[src/rtl/mc_ctrl_pkg.sv]
// Shared encodings for the multicycle RV32I control FSM: states, opcodes and
// datapath select codes used by the controller and its output decoder.
package mc_ctrl_pkg;

  typedef enum logic [3:0] {
    S_FETCH    = 4'd0,
    S_DECODE   = 4'd1,
    S_MEMADR   = 4'd2,
    S_MEMREAD  = 4'd3,
    S_MEMWB    = 4'd4,
    S_MEMWRITE = 4'd5,
    S_EXECR    = 4'd6,
    S_ALUWB    = 4'd7,
    S_EXECI    = 4'd8,
    S_JAL      = 4'd9,
    S_BEQ      = 4'd10,
    S_AUIPC    = 4'd11,
    S_TRAP     = 4'd12
  } state_t;

  localparam logic [6:0] OP_LOAD   = 7'b0000011;
  localparam logic [6:0] OP_STORE  = 7'b0100011;
  localparam logic [6:0] OP_R_TYPE = 7'b0110011;
  localparam logic [6:0] OP_I_TYPE = 7'b0010011;
  localparam logic [6:0] OP_B_TYPE = 7'b1100011;
  localparam logic [6:0] OP_JAL    = 7'b1101111;
  localparam logic [6:0] OP_AUIPC  = 7'b0010111;

  localparam logic [1:0] RES_ALUOUT    = 2'b00;
  localparam logic [1:0] RES_MEMDATA   = 2'b01;
  localparam logic [1:0] RES_ALURESULT = 2'b10;

  localparam logic [1:0] SRCA_PC    = 2'b00;
  localparam logic [1:0] SRCA_OLDPC = 2'b01;
  localparam logic [1:0] SRCA_RS1   = 2'b10;

  localparam logic [1:0] SRCB_RS2  = 2'b00;
  localparam logic [1:0] SRCB_IMM  = 2'b01;
  localparam logic [1:0] SRCB_FOUR = 2'b10;

  localparam logic [1:0] ALUOP_ADD    = 2'b00;
  localparam logic [1:0] ALUOP_DECODE = 2'b10;

  // True when leaving this state back to FETCH completes an instruction.
  function automatic logic retiring_state(state_t s);
    return (s == S_MEMWB) || (s == S_MEMWRITE) || (s == S_ALUWB) || (s == S_BEQ);
  endfunction

endpackage

[src/rtl/mc_ctrl_outdec.sv]
// Combinational state-to-control decoder for the multicycle core, including
// the mem_ready/zero gated enables and the write-enable kill during reset.
module mc_ctrl_outdec
  import mc_ctrl_pkg::*;
(
  input  state_t     state,
  input  logic       reset,
  input  logic       mem_ready,
  input  logic       zero,
  output logic       pc_write,
  output logic       ir_write,
  output logic       adr_src,
  output logic       mem_write,
  output logic       reg_write,
  output logic [1:0] result_src,
  output logic [1:0] alu_src_a,
  output logic [1:0] alu_src_b,
  output logic [1:0] aluop
);

  logic pc_write_raw;
  logic ir_write_raw;
  logic mem_write_raw;
  logic reg_write_raw;

  always_comb begin
    pc_write_raw  = 1'b0;
    ir_write_raw  = 1'b0;
    mem_write_raw = 1'b0;
    reg_write_raw = 1'b0;
    adr_src       = 1'b0;
    result_src    = 2'b00;
    alu_src_a     = 2'b00;
    alu_src_b     = 2'b00;
    aluop         = 2'b00;
    case (state)
      S_FETCH: begin
        alu_src_a    = SRCA_PC;
        alu_src_b    = SRCB_FOUR;
        aluop        = ALUOP_ADD;
        result_src   = RES_ALURESULT;
        ir_write_raw = mem_ready;
        pc_write_raw = mem_ready;
      end
      S_DECODE: begin
        alu_src_a = SRCA_OLDPC;
        alu_src_b = SRCB_IMM;
        aluop     = ALUOP_ADD;
      end
      S_MEMADR: begin
        alu_src_a = SRCA_RS1;
        alu_src_b = SRCB_IMM;
        aluop     = ALUOP_ADD;
      end
      S_MEMREAD: begin
        adr_src    = 1'b1;
        result_src = RES_ALUOUT;
      end
      S_MEMWB: begin
        result_src    = RES_MEMDATA;
        reg_write_raw = 1'b1;
      end
      S_MEMWRITE: begin
        adr_src       = 1'b1;
        result_src    = RES_ALUOUT;
        mem_write_raw = 1'b1;
      end
      S_EXECR: begin
        alu_src_a = SRCA_RS1;
        alu_src_b = SRCB_RS2;
        aluop     = ALUOP_DECODE;
      end
      S_EXECI: begin
        alu_src_a = SRCA_RS1;
        alu_src_b = SRCB_IMM;
        aluop     = ALUOP_DECODE;
      end
      S_AUIPC: begin
        alu_src_a = SRCA_OLDPC;
        alu_src_b = SRCB_IMM;
        aluop     = ALUOP_DECODE;
      end
      S_ALUWB: begin
        result_src    = RES_ALUOUT;
        reg_write_raw = 1'b1;
      end
      S_JAL: begin
        alu_src_a    = SRCA_OLDPC;
        alu_src_b    = SRCB_FOUR;
        aluop        = ALUOP_ADD;
        result_src   = RES_ALUOUT;
        pc_write_raw = 1'b1;
      end
      S_BEQ: begin
        // ALU decoder turns ALUOP_DECODE into subtract for branch opcodes.
        alu_src_a    = SRCA_RS1;
        alu_src_b    = SRCB_RS2;
        aluop        = ALUOP_DECODE;
        result_src   = RES_ALUOUT;
        pc_write_raw = zero;
      end
      default: ;
    endcase
  end

  assign pc_write  = pc_write_raw  & ~reset;
  assign ir_write  = ir_write_raw  & ~reset;
  assign mem_write = mem_write_raw & ~reset;
  assign reg_write = reg_write_raw & ~reset;

endmodule

[src/rtl/mc_controller.sv]
// Main control FSM of the multicycle RV32I core: state register, next-state
// logic, sticky illegal-instruction flag and retired-instruction counter.
module mc_controller
  import mc_ctrl_pkg::*;
#(
  parameter int CNT_W = 32
) (
  input  logic             clk,
  input  logic             reset,
  input  logic [6:0]       opcode,
  input  logic             zero,
  input  logic             mem_ready,
  output logic             pc_write,
  output logic             ir_write,
  output logic             adr_src,
  output logic             mem_write,
  output logic             reg_write,
  output logic [1:0]       result_src,
  output logic [1:0]       alu_src_a,
  output logic [1:0]       alu_src_b,
  output logic [1:0]       aluop,
  output logic             illegal,
  output logic [3:0]       state,
  output logic [CNT_W-1:0] instret
);

  state_t             state_q, state_d;
  logic               illegal_q;
  logic [CNT_W-1:0]   instret_q;
  logic               retire;

  always_comb begin
    state_d = state_q;
    case (state_q)
      S_FETCH:    state_d = mem_ready ? S_DECODE : S_FETCH;
      S_DECODE: begin
        case (opcode)
          OP_LOAD, OP_STORE: state_d = S_MEMADR;
          OP_R_TYPE:         state_d = S_EXECR;
          OP_I_TYPE:         state_d = S_EXECI;
          OP_B_TYPE:         state_d = S_BEQ;
          OP_JAL:            state_d = S_JAL;
          OP_AUIPC:          state_d = S_AUIPC;
          default:           state_d = S_TRAP;
        endcase
      end
      S_MEMADR:   state_d = (opcode == OP_LOAD) ? S_MEMREAD : S_MEMWRITE;
      S_MEMREAD:  state_d = mem_ready ? S_MEMWB : S_MEMREAD;
      S_MEMWB:    state_d = S_FETCH;
      S_MEMWRITE: state_d = mem_ready ? S_FETCH : S_MEMWRITE;
      S_EXECR:    state_d = S_ALUWB;
      S_EXECI:    state_d = S_ALUWB;
      S_AUIPC:    state_d = S_ALUWB;
      S_JAL:      state_d = S_ALUWB;
      S_ALUWB:    state_d = S_FETCH;
      S_BEQ:      state_d = S_FETCH;
      S_TRAP:     state_d = S_TRAP;
      default:    state_d = S_TRAP;
    endcase
  end

  assign retire = retiring_state(state_q) && (state_d == S_FETCH);

  always_ff @(posedge clk) begin
    if (reset) begin
      state_q   <= S_FETCH;
      illegal_q <= 1'b0;
      instret_q <= '0;
    end else begin
      state_q <= state_d;
      if (state_d == S_TRAP) illegal_q <= 1'b1;
      if (retire) instret_q <= instret_q + CNT_W'(1);
    end
  end

  mc_ctrl_outdec u_outdec (
    .state      (state_q),
    .reset      (reset),
    .mem_ready  (mem_ready),
    .zero       (zero),
    .pc_write   (pc_write),
    .ir_write   (ir_write),
    .adr_src    (adr_src),
    .mem_write  (mem_write),
    .reg_write  (reg_write),
    .result_src (result_src),
    .alu_src_a  (alu_src_a),
    .alu_src_b  (alu_src_b),
    .aluop      (aluop)
  );

  assign state   = state_q;
  assign illegal = illegal_q;
  assign instret = instret_q;

endmodule

[config.mk]
export PLATFORM = sky130hd
export DESIGN_NAME = mc_controller
export DESIGN_NICKNAME = d
export VERILOG_FILES = /design/src/rtl/mc_ctrl_pkg.sv /design/src/rtl/mc_ctrl_outdec.sv /design/src/rtl/mc_controller.sv
export SDC_FILE = /design/constraint.sdc
export NUM_CORES = 1
export LEC_CHECK = 0
export CAP_MARGIN = 20
export CORE_MARGIN = 2
export CORE_UTILIZATION = 45
export DETAILED_ROUTE_END_ITERATION = 7
export PLACE_DENSITY_LB_ADDON = 0.1
export SLEW_MARGIN = 20
export SYNTH_ARGS = -nofsm -noshare
export SYNTH_HDL_FRONTEND = slang
export SYNTH_SLANG_ARGS = --single-unit
export TNS_END_PERCENT = 10
[constraint.sdc]
create_clock -name clk -period 2.5 [get_ports clk]
set_input_delay 0.375 -clock clk [delete_from_list [all_inputs] [get_ports clk]]
set_output_delay 0.375 -clock clk [all_outputs]
set_load 0.01 [all_outputs]
* Yosys cells after proc, flatten, opt, wreduce, memory -nomap -nowiden
Cells that the tools add are included.
Word-level totals: logic and storage cells 59, bits in registers 37, input bits 11
Cells by class: mux-type cells 15, add/sub/neg operators 1, bitwise gates (word level) 5, reductions and logical operators 16, equality and inequality tests 19
Operator list (count):
- adder 32 x 1 -> 32 bit (second input constant) | 1
- one-hot mux 4 bit (7 select lines) | 1
- one-hot mux 4 bit (6 select lines) | 1
- == test 4 bit (second input constant) | 5
- == test 4 x 3 -> 1 bit (second input constant) | 4
- OR reduction 4 bit | 4
- == test 7 x 5 -> 1 bit (second input constant) | 2
- == test 7 x 6 -> 1 bit (second input constant) | 2
- == test 7 bit (second input constant) | 2
- one-hot mux 2 bit (2 select lines) | 3
- two-way mux 3 bit | 3
- == test 4 x 2 -> 1 bit (second input constant) | 2
- zero test 4 bit | 2
- OR reduction 2 bit | 4
- == test 7 x 2 -> 1 bit (second input constant) | 1
- OR reduction 3 bit | 2
- two-way mux 1 bit | 5
- bitwise AND 1 bit | 4
- == test 4 x 1 -> 1 bit (second input constant) | 1
- logical OR 1 bit | 3
- one-hot mux 1 bit (3 select lines) | 1
- two-way mux 2 bit | 1
- logical AND 1 bit | 1
- NOT 1 bit | 1

* Logic depth before layout (Yosys ltp)
Gate-level depths: netlist of run 1.
word-level depth 6, depth in mapped cells 9, gate-level depth less buffers 5

* Cells and area by module
A second synthesis of run 1 with hierarchy kept.
Second synthesis, totals: cells, all modules 320, area total of the unflattened synthesis 2615.0 µm²
Modules (own cells, without submodules):
- mc_controller | cells an instance 292, seq. area each 740.7 µm², times used 1, area each 2423.6 µm²
- mc_ctrl_outdec | cells an instance 28, seq. area each 0.0 µm², times used 1, area each 191.4 µm²

* Least setup slack after synthesis of run 1
Ideal clock, no wire load.
kind register -> output, start point register state_q[3], in the netlist state[3], end point output pc_write, arrival time 1.777 ns, cell stages (with the launch flop) 6, path slack 0.348 ns, required time 2.125 ns, cell sequence dfxtp_1 -> buf_2 -> buf_1 -> and3_1 -> a211oi_1 -> a2111oi_0
On the way: cells in the longest elaborated chain, start to end 3, elaborated cells on any way between the ends 5, classes of those cells eq/ne: 2; mux: 1; bitwise: 1; reduce/logical: 1
Ends and longest elaborated chain:
- start: declaration | RTL line mc_controller.sv:27 | state_t state_q, state_d;
- start signal: assignment | RTL line mc_controller.sv:70 | state_q <= state_d;
- == test 4 bit or zero test 4 bit (tied branches) | RTL line mc_ctrl_outdec.sv:36 | case (state)
- one-hot mux 1 bit (3 select lines) (*) | RTL line mc_ctrl_outdec.sv:36
- bitwise AND 1 bit (*) | RTL line mc_ctrl_outdec.sv:106 | assign pc_write = pc_write_raw & ~reset;
- end: declaration | RTL line mc_controller.sv:13 | output logic pc_write,
Every way passes the cells marked *; elsewhere a longest branch is shown, timed or not.

* Final worst setup path of run 1
start point register state_q[2], in the netlist state[2], end point output reg_write
On the way: cells in the longest elaborated chain, start to end 4, elaborated cells on any way between the ends 5, classes of those cells eq/ne: 2; mux: 1; bitwise: 1; reduce/logical: 1
Ends and longest elaborated chain:
- == test 4 x 3 -> 1 bit | RTL line mc_ctrl_outdec.sv:36
- OR reduction 2 bit (no source line) (*)
- two-way mux 1 bit (*) | RTL line mc_ctrl_outdec.sv:36
- bitwise AND 1 bit (*) | RTL line mc_ctrl_outdec.sv:109 | assign reg_write = reg_write_raw & ~reset;
- end: declaration | RTL line mc_controller.sv:17 | output logic reg_write,
Marked as above.

==> results of run 1 <==
per-layer routing:
layer	track usage	up-vias	share of wire
met4	0.0464	0	0.0061
li1	-	1279	-
met3	0.0435	5	0.054
met2	0.322	69	0.44
met1	0.293	1178	0.50
met5	0	-	0
worst paths after layout:
kind / start / end / depth (start not counted)
max: state[2] / reg_write / 4
min: illegal / illegal / 2
max reg2reg: state[1] / instret[31] / 6
min reg2reg: illegal / illegal / 2
layout by cell type, fill, tap and decap left out, types with 7 or more instances in the layout:
| cell | n |
|---|---|
| o21ai_0 | 9 |
| nand2_1 | 17 |
| o31ai_1 | 24 |
| nor2b_1 | 10 |
| buf_4 | 19 |
| dfxtp_1 | 37 |
| or4_1 | 24 |
| nand3_1 | 13 |
| and3_1 | 7 |
| nand2b_1 | 12 |
| a21oi_1 | 35 |
| nor2_1 | 16 |
| clkdlybuf4s50_1 | 58 |
| nand4_1 | 12 |
registers in the layout, indices dropped and copies added, names as in the netlist:
signal   count
instret     32
state        4
illegal      1
power by group:
| group | switching, mW | internal [mW] | total (mW) |
|---|---|---|---|
| sequential | 0.0376 | 0.628 | 0.666 |
| clock | 0.222 | 0.192 | 0.414 |
| combinational | 0.645 | 0.545 | 1.19 |
Yosys cell counts (all sizes together) (10+ instances only):
| library cell | number |
|---|---|
| nand2 | 17 |
| or4 | 24 |
| nand3 | 13 |
| nor2 | 16 |
| o31ai | 25 |
| clkbuf | 12 |
| nor2b | 10 |
| a21oi | 36 |
| dfxtp | 37 |
| nand2b | 12 |
| nand4 | 12 |
| buf | 15 |
cells by family (layout without fill, tap and decap cells):
logic type	count (synthesis)	in the layout
AND/OR/NAND/NOR	147	147
XOR/XNOR	2	2
adder cells (fa/ha/maj)	1	1
multiplexers	4	4
flip-flops	37	37
buffers and inverters	32	91
AO/OA/AOI/OAI	82	82
other	1	1
final cells by class:
type / instances / area (um2)
Clock buffer: 5 / 68.8
Sequential cell: 37 / 741
Multi-Input combinational cell: 237 / 1490
Tap cell: 70 / 87.6
Timing Repair Buffer: 78 / 732
Inverter: 5 / 18.8
Clock inverter: 3 / 17.5
Fill cell: 484 / 1950
critical path: cells and delay by family, from the launching register on:
family / cells / cell delay, ns
DFF: 1 / 0.40
and+or+nand+nor: 2 / 0.43
buffers and inverters: 2 / 0.83
repair_timing:
item	CTS	global route
hold buffers	0	0
endpoints found under the setup margin	1	0
gates resized for setup	1	0
==> results.md, run 1 <==
- Outcome: finished clean
- Share of layout cells above drive strength 1: 0.101
- Number of global-route vias before repair: between 2k and 2.5k
- Fmax: approximately 0.43 GHz
- Worst vdd ir: 0.000384 V
- Synth warn: 0
- Die H: between 70 and 80 um
- RSZ-0062 raised after global routing: false
- Synth cell types: 49
- Fin. Hold Viols: 0
- Clk_skew: 0.00402 ns
- Post-Synth Simple-Gate Area: 0.370
- R2R setup slack: 0.19 ns
- Antenna diodes: 0
- Worst-path maximum fanout: 17
- CP startpoint kind: flop
- Starting Density: 0.469
- Layout Cells excl Fill: ~440
- Post-synthesis xor/xnor area fraction: 0.00731
- Largest family of logic cells by synthesized area: simple AND/OR/NAND/NOR gates
- Hold Slack: 0.479 ns
- Tot Pwr: 2.27 mW
- Aggregate global-route resource usage: 0.206
- Setup CP Type: reg2out
- Worst path required time: 2.12 ns
- Area leader, netlist: dfxtp_1
- Antenna-violating nets left: 0
- Compound-Gate Fraction of Synth Area: 0.219
- Root buffer cell: clkbuf_8
- Initial antenna violation count: 0
- Starting DRT DRC Count: 241
- Die ar.: 5920 um2
- Core Footprint: 5110 um2
- Post-synth top area share: 0.309
- DRT Pass-1 Iters: 4
- Pin count of the biggest net entering global routing: 44
- Max-cap check violation count: 0
- LEAKAGE: 1.01 nW
- Post-Place Cells: roughly 430
- Post-Syn Area: 2400 um2
- Clock Latency Late Sink: between 0.2 and 0.3 ns
- Ys async rst share: 0
- Final worst slack: ~0.17 ns
- Top cells by area, synth: dfxtp_1, o31ai_1, or4_1
- Area growth, synth to finish: 31.6%
- CTS clk-pin slew, worst paths: around 0.08 ns
- Sequential-to-total area share from yosys stat: 0.309
- Post-synth top flop: dfxtp_1
- Final core utilization: 0.618
- Row Count: 26
- Port Buffers: 59
- Synthesized flop and latch total: 37
- Postcts setup bufs: 0
- CP max-delay cell: clkdlybuf4s50_1
- Die W: 77.0 um
- Grt total ovfl: 0
- Final period util: 0.931
- Post-Synth Adder-Cell Area: 0.00522
- Syn Nets: around 320
- DRC viols: 0
- Hpwl dp: 4.48 mm
- DR vias/cell: between 5 and 6
- Worst EP arrival: 1.95 ns
- Post-synthesis mux area share: 0.0183
- Design Area, Final: approximately 3200 um2
- Pre-CTS setup slack: 0.00783 ns
- Ports: 61
- TritonCTS clock tree: done
- Post-Route WL: 6.25 mm
- Tightest Hold Check Type: reg2reg
- Final net count: between 300 and 400
- Worst path cell trace: buf_4, nand2b_1, nor4_1, clkdlybuf4s50_1
- Worst setup EP type: primary output
- Pwr/cell area: ~720 nW/um2
- EDFF count, synth: 0
- Post-DP Area: 3070 um2
- H-Tree Depth: 2
- Clock sinks: 37
- Max-slew violations: 0
- Final Critical Period: ~2.3 ns
- Setup Viol. Count Final: 0
- Num CTS Buffers: 5
- Global placer's final weighted congestion: roughly 0.93
- Via count: 2531
- Syn Inst Count: between 300 and 400
- Avg WL per Cell: ~14 um
- CTS max path bufs: 2
- Syn Area/Cell: around 7.8 um2
- Setup_tns: 0 ns
- Critical Path Max Stage Delay: 0.58 ns
- Global-route wire length before repair: 10.2 mm
(Power assumes the default switching activity.)
==> inputs of run 2 (changes only) <==
--- a/config.mk
+++ b/config.mk
@@ -8,9 +8,9 @@
 export CAP_MARGIN = 20
 export CORE_MARGIN = 2
 export CORE_UTILIZATION = 45
+export CTS_BUF_LIST = sky130_fd_sc_hd__clkbuf_8
 export DETAILED_ROUTE_END_ITERATION = 7
 export PLACE_DENSITY_LB_ADDON = 0.1
-export SLEW_MARGIN = 20
 export SYNTH_ARGS = -nofsm -noshare
 export SYNTH_HDL_FRONTEND = slang
 export SYNTH_SLANG_ARGS = --single-unit
==> results of run 2 <==
Final layout, timing and power as in run 1 (identical DEF).
==> inputs of run 3 (changes only) <==
--- a/config.mk
+++ b/config.mk
@@ -6,7 +6,7 @@
 export NUM_CORES = 1
 export LEC_CHECK = 0
 export CAP_MARGIN = 20
-export CORE_MARGIN = 2
+export CORE_MARGIN = 4
 export CORE_UTILIZATION = 45
 export CTS_BUF_LIST = sky130_fd_sc_hd__clkbuf_8
 export DETAILED_ROUTE_END_ITERATION = 7
==> results.md, run 3 (synthesis gave the netlist of run 1 again) <==
- Pwr/cell area: a little over 700 nW/um2
- P_int: 1.37 mW
- Clock network power share: 0.182
- CP startpoint kind: flop
- CP max-delay cell: clkdlybuf4s50_1
- DRT Pass-1 Iters: 4
- Clk_skew: 0.0124 ns
- Die ar.: 6560 um2
- Max-slew violations: 0
- Worst path required time: 2.12 ns
- Clock sinks: 37
- Port Buffers: 59
- H-Tree Depth: 2
- Net switching share of the total power: 0.398
- Initial antenna violation count: 0
- Buf/Inv on CP: 2
- Worst setup EP type: primary output
- Avg WL per Cell: 14.6 um
- Most frequent cells in the layout: clkdlybuf4s50_1, dfxtp_1, a21oi_1
- Gate power share: 0.520
- Crit Reg-Reg Endpoint: instret[31]
- Worst Hold Depth: 2
- CP delay by family, top: buffers and inverters
- Hold Slack: between 0.4 and 0.5 ns
- Starting Density: 0.466
- Max FFs per register: 32
- Aggregate global-route resource usage: 0.198
- Antenna-violating nets left: 0
- Tightest Hold Check Type: reg2reg
- Die H: a little over 80 um
- FF-to-FF path depth: 6
- Outcome: finished clean
- Setup CP Type: reg2out
- Net Sw Power: 0.907 mW
- Worst EP arrival: 1.95 ns
- LEAKAGE: 1.02 nW
- Share of layout cells above drive strength 1: 0.102
- Worst path cell trace: buf_4, nand2b_1, nor4_1, clkdlybuf4s50_1
- CTS clk-pin slew, worst paths: about 0.08 ns
- Grt total ovfl: 0
- Core Footprint: roughly 5000 um2
- DRC viols: 0
- R2R setup slack: ~0.3 ns
- Worst-path maximum fanout: 16
- Num CTS Buffers: 5
- Die W: 81.0 um
- Via count: 2518
- Final Critical Period: 2.32 ns
- Final net count: 375
- Most common cell after layout, fill and taps aside: clkdlybuf4s50_1
- Pre-CTS setup slack: -0.0494 ns
- Post-DP Area: roughly 3000 um2
- Fin. Hold Viols: 0
- CTS max path bufs: 2
- Final worst slack: 0.176 ns
- Post-Route WL: 6.32 mm
- DR vias/cell: slightly below 6
- Number of global-route vias before repair: 2275
- Design Area, Final: 3170 um2
- Share of power burned in registers: 0.298
- Max-cap check violation count: 0
- Final core utilization: 0.616
- RSZ-0062 raised after global routing: false
- Root buffer cell: clkbuf_8
- Area growth, synth to finish: 32.1%
- Hold Crit Endpoint: illegal
- Fmax: 0.430 GHz
- Setup Viol. Count Final: 0
- R2R Path Start: state[1]
- Clock Latency Late Sink: 0.29 ns
- Critical Path Max Stage Delay: around 0.59 ns
- Hold_buf cts: 0
- Global placer's final weighted congestion: 0.819
- Antenna diodes: 0
- Hold wc startpoint: illegal
- Global-route wire length before repair: 10.5 mm
- Hpwl dp: between 4 and 5 mm
- Postcts setup bufs: 0
- Worst vdd ir: 0.000386 V
- TritonCTS clock tree: done
- Pin count of the biggest net entering global routing: 44
- Final period util: 0.929
- Ports: 61
- Starting DRT DRC Count: roughly 190
- Setup_tns: 0 ns
- Row Count: 26
## run 3: cell types whose count changed in the layout (fill, tap and decap cells not counted)
cell and delta:
dlymetal6s2s_1 +1, dlygate4sd2_1 -1, a2111oi_0 -1, dfxtp_2 +1, buf_12 +1, dfxtp_1 -1
a2111oi_1 +1, buf_4 -2
## run 3: worst reg2reg max path: cells and delay by family, from the launching register on
family | cells | cell delay, ns
mux | 2 | 0.69
buf+inv | 1 | 0.19
simple gates | 3 | 0.85
flops | 1 | 0.37
## run 3: layer usage
metal,routed length [um],vias up,share of wire,global-route usage
met1,3070,1175,0.49,0.278
met3,310,6,0.049,0.0399
li1,-,1276,-,-
met4,49,0,0.0077,0.0557
met5,0,-,0,0
met2,2900,61,0.46,0.306
## run 3: worst max-delay path by stage
stage | start | end | slack (ns) | cells past startpoint
2_1_floorplan | state[3] | pc_write | 0.35 | 5
3_3_place_gp | opcode[4] | instret[31] | -0.02 | 8
3_5_place_dp | opcode[4] | instret[31] | -0.05 | 8
4_1_cts | mem_ready | pc_write | 0.04 | 4
5_1_grt | state[0] | alu_src_b[0] | 0.04 | 5
6_report | state[2] | reg_write | 0.18 | 4
## run 3: what timing repair did
item / CTS / global route
gates resized for setup: 1 / 2
endpoints found under the setup margin: 1 / 1
gates cloned: 0 / 0
## run 3: stage by stage
step / power (mW) / instances
4_1_cts: 2.29 / 434
3_3_place_gp: 1.86 / 426
5_1_grt: 2.44 / 434
6_report: 2.28 / 434
2_1_floorplan: 1.46 / 306
3_5_place_dp: 1.88 / 426
## run 3: cell type report
cell class	count	area, um2
repair buffers	77	741
well taps	70	87.6
multi-input cells	237	1490
clock buffers	5	68.8
inverters	5	18.8
clock inverters	3	17.5
fillers	505	1970
flip-flops and latches	37	742
## run 3: power by group through the flow
stage	Clock [mW]	Sequential, mW	Combinational (mW)
finish	0.416	0.680	1.18
detailed placement	0	0.692	1.19
global placement	0	0.692	1.16
floorplan	0	0.686	0.771
CTS	0.425	0.679	1.19
global route	0.454	0.686	1.30
